## config.mk

```make
export PLATFORM = sky130hd
export DESIGN_NAME = keypad_scan_driver
export DESIGN_NICKNAME = d
export VERILOG_FILES = /design/src/rtl/keypad_pkg.sv /design/src/rtl/keypad_col_driver.sv /design/src/rtl/keypad_scan_driver.sv
export SDC_FILE = /design/constraint.sdc
export NUM_CORES = 1
export LEC_CHECK = 0
export BUFFER_PORTS_ARGS = -buffer_cell sky130_fd_sc_hd__buf_2
export CORE_MARGIN = 5
export CORE_UTILIZATION = 63
export CTS_CLUSTER_SIZE = 30
export DETAILED_ROUTE_END_ITERATION = 8
export GPL_ROUTABILITY_DRIVEN = 0
export GPL_TIMING_DRIVEN = 0
export PLACE_DENSITY_LB_ADDON = 0.2
export SLEW_MARGIN = 5
export SYNTH_ARGS = -nofsm -noshare
export SYNTH_HDL_FRONTEND = slang
export SYNTH_SLANG_ARGS = --single-unit
```

## constraint.sdc

```tcl
create_clock -name clk -period 13.5 [get_ports clk]
set_input_delay 0.675 -clock clk [delete_from_list [all_inputs] [get_ports clk]]
set_output_delay 0.675 -clock clk [all_outputs]
set_load 0.005 [all_outputs]
```

## src/rtl/keypad_pkg.sv

```systemverilog
// Shared definitions for the 4x4 keypad scan driver: geometry, FSM and frame-class
// encodings, and the frame classifier.
package keypad_pkg;

    localparam int unsigned NUM_ROWS = 4;
    localparam int unsigned NUM_COLS = 4;
    localparam int unsigned CODE_W   = 5;
    localparam int unsigned REL_BIT  = 4;
    localparam int unsigned KEY_W    = CODE_W - 1;
    localparam int unsigned FRAME_W  = NUM_ROWS * NUM_COLS;

    typedef enum logic [1:0] {
        StIdle,
        StDebounce,
        StPressed,
        StReleaseDb
    } key_state_e;

    typedef enum logic [1:0] {
        FrEmpty,
        FrSingle,
        FrGhost
    } frame_class_e;

    typedef struct packed {
        frame_class_e     cls;
        logic [KEY_W-1:0] code;
    } frame_info_t;

    // Frame bit index is row*NUM_COLS+col, so the index of a lone set bit is the key code.
    function automatic frame_info_t classify_frame(input logic [FRAME_W-1:0] frame);
        frame_info_t info;
        int unsigned ones;
        info.cls  = FrEmpty;
        info.code = '0;
        ones      = 0;
        for (int i = 0; i < FRAME_W; i++) begin
            if (frame[i]) begin
                ones      = ones + 1;
                info.code = KEY_W'(i);
            end
        end
        if (ones == 0) begin
            info.cls = FrEmpty;
        end else if (ones == 1) begin
            info.cls = FrSingle;
        end else begin
            info.cls = FrGhost;
        end
        return info;
    endfunction

endpackage

```

## src/rtl/keypad_col_driver.sv

```systemverilog
// Column strobe generator: dwell counter, active-low column rotation, sample strobe on
// the last dwell cycle, and a one-cycle frame_end after the last column is sampled.
module keypad_col_driver
    import keypad_pkg::*;
#(
    parameter int unsigned SCAN_DIV = 50000
) (
    input  logic                        clk,
    input  logic                        rst,
    output logic [NUM_COLS-1:0]         col_n_o,
    output logic                        sample_o,
    output logic [$clog2(NUM_COLS)-1:0] col_idx_o,
    output logic                        frame_end_o
);

    localparam int unsigned DwellW = $clog2(SCAN_DIV);
    localparam int unsigned ColW   = $clog2(NUM_COLS);
    localparam logic [DwellW-1:0] DwellLast = DwellW'(SCAN_DIV - 1);
    localparam logic [ColW-1:0]   ColLast   = ColW'(NUM_COLS - 1);

    logic [DwellW-1:0]   dwell_q, dwell_d;
    logic [ColW-1:0]     col_idx_q, col_idx_d;
    logic [NUM_COLS-1:0] col_n_q, col_n_d;
    logic                frame_end_q, frame_end_d;
    logic                sample;

    // Next-state: count the dwell, rotate the low column after its sample.
    always_comb begin
        sample      = (dwell_q == DwellLast);
        dwell_d     = dwell_q + DwellW'(1);
        col_idx_d   = col_idx_q;
        col_n_d     = col_n_q;
        frame_end_d = 1'b0;
        if (sample) begin
            dwell_d     = '0;
            col_idx_d   = (col_idx_q == ColLast) ? '0 : col_idx_q + ColW'(1);
            col_n_d     = {col_n_q[NUM_COLS-2:0], col_n_q[NUM_COLS-1]};
            // Registered so the frame register already holds the last column's sample.
            frame_end_d = (col_idx_q == ColLast);
        end
    end

    // Scan state registers.
    always_ff @(posedge clk or posedge rst) begin
        if (rst) begin
            dwell_q     <= '0;
            col_idx_q   <= '0;
            col_n_q     <= {{(NUM_COLS-1){1'b1}}, 1'b0};
            frame_end_q <= 1'b0;
        end else begin
            dwell_q     <= dwell_d;
            col_idx_q   <= col_idx_d;
            col_n_q     <= col_n_d;
            frame_end_q <= frame_end_d;
        end
    end

    assign col_n_o     = col_n_q;
    assign sample_o    = sample;
    assign col_idx_o   = col_idx_q;
    assign frame_end_o = frame_end_q;

endmodule

```

## src/rtl/keypad_scan_driver.sv

```systemverilog
// 4x4 matrix keypad scanner: synchronises the rows, assembles one 16-bit frame per
// scan, debounces presses/releases over whole frames and presents key events on a
// valid/ready port with a sticky overrun flag.
// Define KEYPAD_RELEASE_EVT_EN to also emit release events ({1,code}).
module keypad_scan_driver
    import keypad_pkg::*;
#(
    parameter int unsigned SCAN_DIV     = 50000,
    parameter int unsigned STABLE_SCANS = 4
) (
    input  logic                clk,
    input  logic                rst,
    output logic [NUM_COLS-1:0] col_n_o,
    input  logic [NUM_ROWS-1:0] row_n_i,
    output logic [CODE_W-1:0]   key_code_o,
    output logic                key_valid_o,
    input  logic                key_ready_i,
    output logic                key_held_o,
    output logic                overrun_o
);

`ifdef KEYPAD_RELEASE_EVT_EN
    localparam bit RelEvtEn = 1'b1;
`else
    localparam bit RelEvtEn = 1'b0;
`endif

    localparam int unsigned ColW = $clog2(NUM_COLS);
    localparam int unsigned CntW = $clog2(STABLE_SCANS + 1);
    localparam logic [CntW-1:0] StableCnt = CntW'(STABLE_SCANS);

    logic                sample;
    logic [ColW-1:0]     col_idx;
    logic                frame_end;

    logic [NUM_ROWS-1:0] row_meta_q, row_sync_q;
    logic [FRAME_W-1:0]  frame_q, frame_d;
    frame_info_t         info;

    key_state_e          state_q, state_d;
    logic [KEY_W-1:0]    cand_q, cand_d;
    logic [CntW-1:0]     cnt_q, cnt_d, cnt_inc;
    logic                evt_valid;
    logic [CODE_W-1:0]   evt_code;
    logic [CODE_W-1:0]   rel_code;

    logic [CODE_W-1:0]   key_code_q, key_code_d;
    logic                key_valid_q, key_valid_d;
    logic                overrun_q, overrun_d;
    logic                xfer;

    keypad_col_driver #(
        .SCAN_DIV (SCAN_DIV)
    ) u_col_driver (
        .clk         (clk),
        .rst         (rst),
        .col_n_o     (col_n_o),
        .sample_o    (sample),
        .col_idx_o   (col_idx),
        .frame_end_o (frame_end)
    );

    // Two-flop synchroniser for the asynchronous rows; idle level is pulled-up high.
    always_ff @(posedge clk or posedge rst) begin
        if (rst) begin
            row_meta_q <= '1;
            row_sync_q <= '1;
        end else begin
            row_meta_q <= row_n_i;
            row_sync_q <= row_meta_q;
        end
    end

    // Frame assembly: write the active-high rows into the strobed column's bits.
    always_comb begin
        frame_d = frame_q;
        if (sample) begin
            for (int r = 0; r < NUM_ROWS; r++) begin
                frame_d[r*NUM_COLS + int'(col_idx)] = ~row_sync_q[r];
            end
        end
    end

    // Frame register.
    always_ff @(posedge clk or posedge rst) begin
        if (rst) begin
            frame_q <= '0;
        end else begin
            frame_q <= frame_d;
        end
    end

    assign info     = classify_frame(frame_q);
    assign rel_code = {RelEvtEn, cand_q};

    // Debounce FSM next-state and event generation, evaluated only on frame_end.
    always_comb begin
        state_d   = state_q;
        cand_d    = cand_q;
        cnt_d     = cnt_q;
        cnt_inc   = cnt_q + CntW'(1);
        evt_valid = 1'b0;
        evt_code  = '0;
        if (frame_end) begin
            unique case (state_q)
                StIdle: begin
                    if (info.cls == FrSingle) begin
                        cand_d = info.code;
                        cnt_d  = CntW'(1);
                        if (STABLE_SCANS == 1) begin
                            state_d   = StPressed;
                            evt_valid = 1'b1;
                            evt_code  = {1'b0, info.code};
                        end else begin
                            state_d = StDebounce;
                        end
                    end
                end
                StDebounce: begin
                    if (info.cls == FrSingle && info.code == cand_q) begin
                        cnt_d = cnt_inc;
                        if (cnt_inc == StableCnt) begin
                            state_d   = StPressed;
                            evt_valid = 1'b1;
                            evt_code  = {1'b0, cand_q};
                        end
                    end else begin
                        state_d = StIdle;
                    end
                end
                StPressed: begin
                    // Any non-empty frame (other key, ghost) keeps the key held: no rollover.
                    if (info.cls == FrEmpty) begin
                        cnt_d = CntW'(1);
                        if (STABLE_SCANS == 1) begin
                            state_d   = StIdle;
                            evt_valid = RelEvtEn;
                            evt_code  = rel_code;
                        end else begin
                            state_d = StReleaseDb;
                        end
                    end
                end
                StReleaseDb: begin
                    if (info.cls == FrEmpty) begin
                        cnt_d = cnt_inc;
                        if (cnt_inc == StableCnt) begin
                            state_d   = StIdle;
                            evt_valid = RelEvtEn;
                            evt_code  = rel_code;
                        end
                    end else begin
                        state_d = StPressed;
                    end
                end
                default: state_d = StIdle;
            endcase
        end
    end

    // FSM registers.
    always_ff @(posedge clk or posedge rst) begin
        if (rst) begin
            state_q <= StIdle;
            cand_q  <= '0;
            cnt_q   <= '0;
        end else begin
            state_q <= state_d;
            cand_q  <= cand_d;
            cnt_q   <= cnt_d;
        end
    end

    // Output handshake: load on free slot or same-cycle transfer, else drop and flag.
    always_comb begin
        xfer        = key_valid_q && key_ready_i;
        key_valid_d = key_valid_q;
        key_code_d  = key_code_q;
        overrun_d   = overrun_q;
        if (xfer) begin
            key_valid_d = 1'b0;
            overrun_d   = 1'b0;
        end
        if (evt_valid) begin
            if (!key_valid_q || xfer) begin
                key_valid_d = 1'b1;
                key_code_d  = evt_code;
            end else begin
                overrun_d = 1'b1;
            end
        end
    end

    // Output registers.
    always_ff @(posedge clk or posedge rst) begin
        if (rst) begin
            key_valid_q <= 1'b0;
            key_code_q  <= '0;
            overrun_q   <= 1'b0;
        end else begin
            key_valid_q <= key_valid_d;
            key_code_q  <= key_code_d;
            overrun_q   <= overrun_d;
        end
    end

    assign key_code_o  = key_code_q;
    assign key_valid_o = key_valid_q;
    assign overrun_o   = overrun_q;
    assign key_held_o  = (state_q == StPressed) || (state_q == StReleaseDb);

endmodule

```

==> out/qor.csv <==
metric;value;unit
status;complete, no violations;
FF-to-FF End;cand_q[1];
DRT iter0 DRCs;194;
worst path required time;13.73;ns
share of layout cells above drive strength 1;17.0;%
CP Capture Type;flop;
worst slack, placed;2.45;ns
Worst VDD drop;0.0000904;V
Syn Nets;608;
Post-synth EDFFs;0;
most frequent cells after synthesis;nor2_1, dfrtp_1, nand2_1, xnor2_1, a21oi_1;
CTS Sinks;62;
Post-DRT Antenna Nets;0;
Root Driver;clkbuf_8;
GRT Max-Usage Layer;met2;
largest net degree at the start of global routing;39;
met1 Use GR;30.1;%
Layout Nets;637;
fin crit share;82.9;%
Final WS setup;2.30;ns
vias post-DR;4288;
top cells by area, synth;dfrtp_1, xnor2_1, dfstp_2;
Syn. warnings;0;
Slew Limit Fails;0;
post-cts sizing count;0;
worst hold-check path type;reg -> reg;
Worst path max stage delay;0.60;ns
most used flip-flop cell after synthesis;dfrtp_1;
M3 GR Usage;3.17;%
Initial Util;64.2;%
Die X;101;um
RR Startpoint;frame_q[0];
Ant. Diodes;0;
area grow syn2layout;8.39;%
All-Layer GR Usage;22.5;%
relative slew slack;42.3;%
Distinct cells, synth;82;
grt ovf;0;
routed len/inst;14.8;um
Die Ht;101;um
post-synthesis compound-gate area fraction;16.0;%
Post-CTS Setup Bufs;0;
initial antenna violation count;0;
Reg area;1570;sq um
Synth top area share;24.3;%
Yosys reg bits;62;
synthesized area per cell;9.07;sq um
I/O Buffers;17;
IO Count;19;
most frequent cell after synthesis;nor2_1;
footprint of the multi-input gates;3430;sq um
DRC errors left;0;
Static Leak;2.58;nW
Slowest-stage cell, CP;or4_1;
Tot Pwr;362;uW
clk slew on worst S/H paths;0.08;ns
most frequent CP cell;ha_1;
CP Launch Point;frame_q[0];
hold depth;0;
Cell Count, Final, Fillers Out;718;
largest family of logic cells by synthesized area;simple AND/OR/NAND/NOR gates;
CTS tree;done;
max cap viols;0;
final WL;10700;um
fraction of registers with async set/reset;100;%
Adder-Cell Fraction of Synth Area;5.24;%
Rows;33;
unrepaired setup endpoints after global routing;false;
Clock Latency Late Sink;0.34;ns
cell area after layout;5690;sq um
Avg Vias per Cell;5.97;
fin util;69.6;%
mapped cell area;5250;sq um
sequential share of the synthesized area;29.8;%
global-route wire length before repair;19100;um
R2R depth;53;
CTS Hold Bufs;0;
WS Path Type;reg -> reg;
Die Area;10300;sq um
Critical Path Source Type;flop;
CTS Buf Count;9;
largest area contributor in the netlist;dfrtp_1;
Final Skew;0.00596;ns
crit-path max FO;7;
DP Wirelength;8210;um
crit path capture;cand_q[1];
final setup fails;0;
Fin Setup TNS;0;ns
Mapped Cells;579;
xor and xnor area share after synthesis;17.2;%
share of synthesized area spent on multiplexers;5.43;%
DRT Pass-1 Iters;5;
PD cells;63.6;nW/um^2
worst-margin pin slew;0.843;ns
hold slack;0.357;ns
CTS H-Tree Depth;3;
Max Clk Rate;0.0893;GHz
r2r setup slk;2.30;ns
Tmin final;11.20;ns
Placement Cell Area;5490;sq um
Fillers;644;
Placed Cells incl. Taps;702;
simple-gate share of the synthesized area;21.4;%
Worst Path Arrival;11.43;ns
grt met2 use;37.1;%
Hold Violations, Final;0;
deepest clock path buffer count;2;
vias in the first global route;4242;
core area;8180;sq um
==> per-layer routing <==
metal  wire length [um]  share of wire [%]
met1               4980                 47
met5                  0                  0
met2               5090                 48
met4                221                2.1
met3                364                3.4
==> logic make-up after synthesis <==
logic type | Yosys count
other | 1
adder cells (fa/ha/maj) | 22
flip-flops | 62
AND/OR/NAND/NOR | 221
multiplexers | 25
AO/OA/AOI/OAI | 117
XOR/XNOR | 74
buffers and inverters | 57
==> state kept, by name, indices dropped and copies added, names as in the netlist <==
signal / flops
frame_q: 16
u_col_driver.dwell_q: 16
cand_q: 4
key_code_o: 4
row_meta_q: 4
row_sync_q: 4
u_col_driver.col_n_o: 4
cnt_q: 3
state_q: 2
u_col_driver.col_idx_o: 2
key_valid_o: 1
overrun_o: 1
u_col_driver.frame_end_o: 1
==> final cells by class <==
class	count	area share, %
multi-input combinational	460	60.3
inverter	27	1.78
clock buffer	9	2.18
sequential	62	27.5
clock inverter	7	1.41
timing repair buffer	18	1.85
tap	105	2.31
buffer	30	2.70
==> how the worst min path moves through the flow <==
stage / slack (ns) / to / startpoint
6_report: 0.36 / row_sync_q[3] / row_meta_q[3]
5_1_grt: 0.36 / row_sync_q[3] / row_meta_q[3]
4_1_cts: 0.36 / row_sync_q[3] / row_meta_q[3]
3_3_place_gp: 0.35 / row_sync_q[2] / row_meta_q[2]
3_5_place_dp: 0.35 / row_sync_q[2] / row_meta_q[2]
2_1_floorplan: 0.35 / row_sync_q[0] / row_meta_q[0]
==> critical path, delay by kind of cell (launching register included) <==
kind	cells	cell delay, ns
compound gates	12	1.70
xor+xnor	1	0.21
fa+ha+maj	13	3.92
buf+inv	5	0.50
flops	1	0.39
mux	4	1.05
simple gates	18	3.31
==> cells in the final DEF (no fill, tap or decap), types with 4 or more instances in the layout <==
| master | netlist | routed |
|---|---|---|
| nor3_1 | 11 | 11 |
| and2_1 | 13 | 13 |
| xnor3_1 | 9 | 9 |
| nand3_1 | 21 | 21 |
| mux2_4 | 4 | 4 |
| mux2_2 | 12 | 12 |
| nor2_1 | 62 | 62 |
| o21ai_0 | 20 | 20 |
| dfstp_2 | 11 | 11 |
| clkbuf_8 | 0 | 9 |
| a31oi_1 | 5 | 5 |
| or2_2 | 7 | 7 |
| nand2b_1 | 9 | 9 |
| and3_1 | 9 | 9 |
| mux2i_1 | 9 | 9 |
| o31ai_1 | 6 | 6 |
| dfrtp_1 | 51 | 51 |
| or3_1 | 4 | 4 |
| buf_6 | 4 | 4 |
| ha_1 | 22 | 22 |
| xnor2_1 | 36 | 36 |
| xor2_1 | 20 | 20 |
| nand4_1 | 6 | 6 |
| nand2_1 | 51 | 51 |
| nor4_1 | 4 | 4 |
| o2111ai_1 | 5 | 5 |
| a21oi_1 | 28 | 28 |
| inv_1 | 26 | 25 |
| o221ai_1 | 5 | 5 |
| buf_2 | 6 | 23 |
| o211ai_1 | 8 | 8 |
| clkbuf_1 | 18 | 18 |
==> power breakdown <==
part           internal [mW]  switching [mW]
Clock                 0.0877          0.0799
Combinational        0.00149         0.00385
Sequential             0.188        0.000893
(Power assumes the default switching activity.)
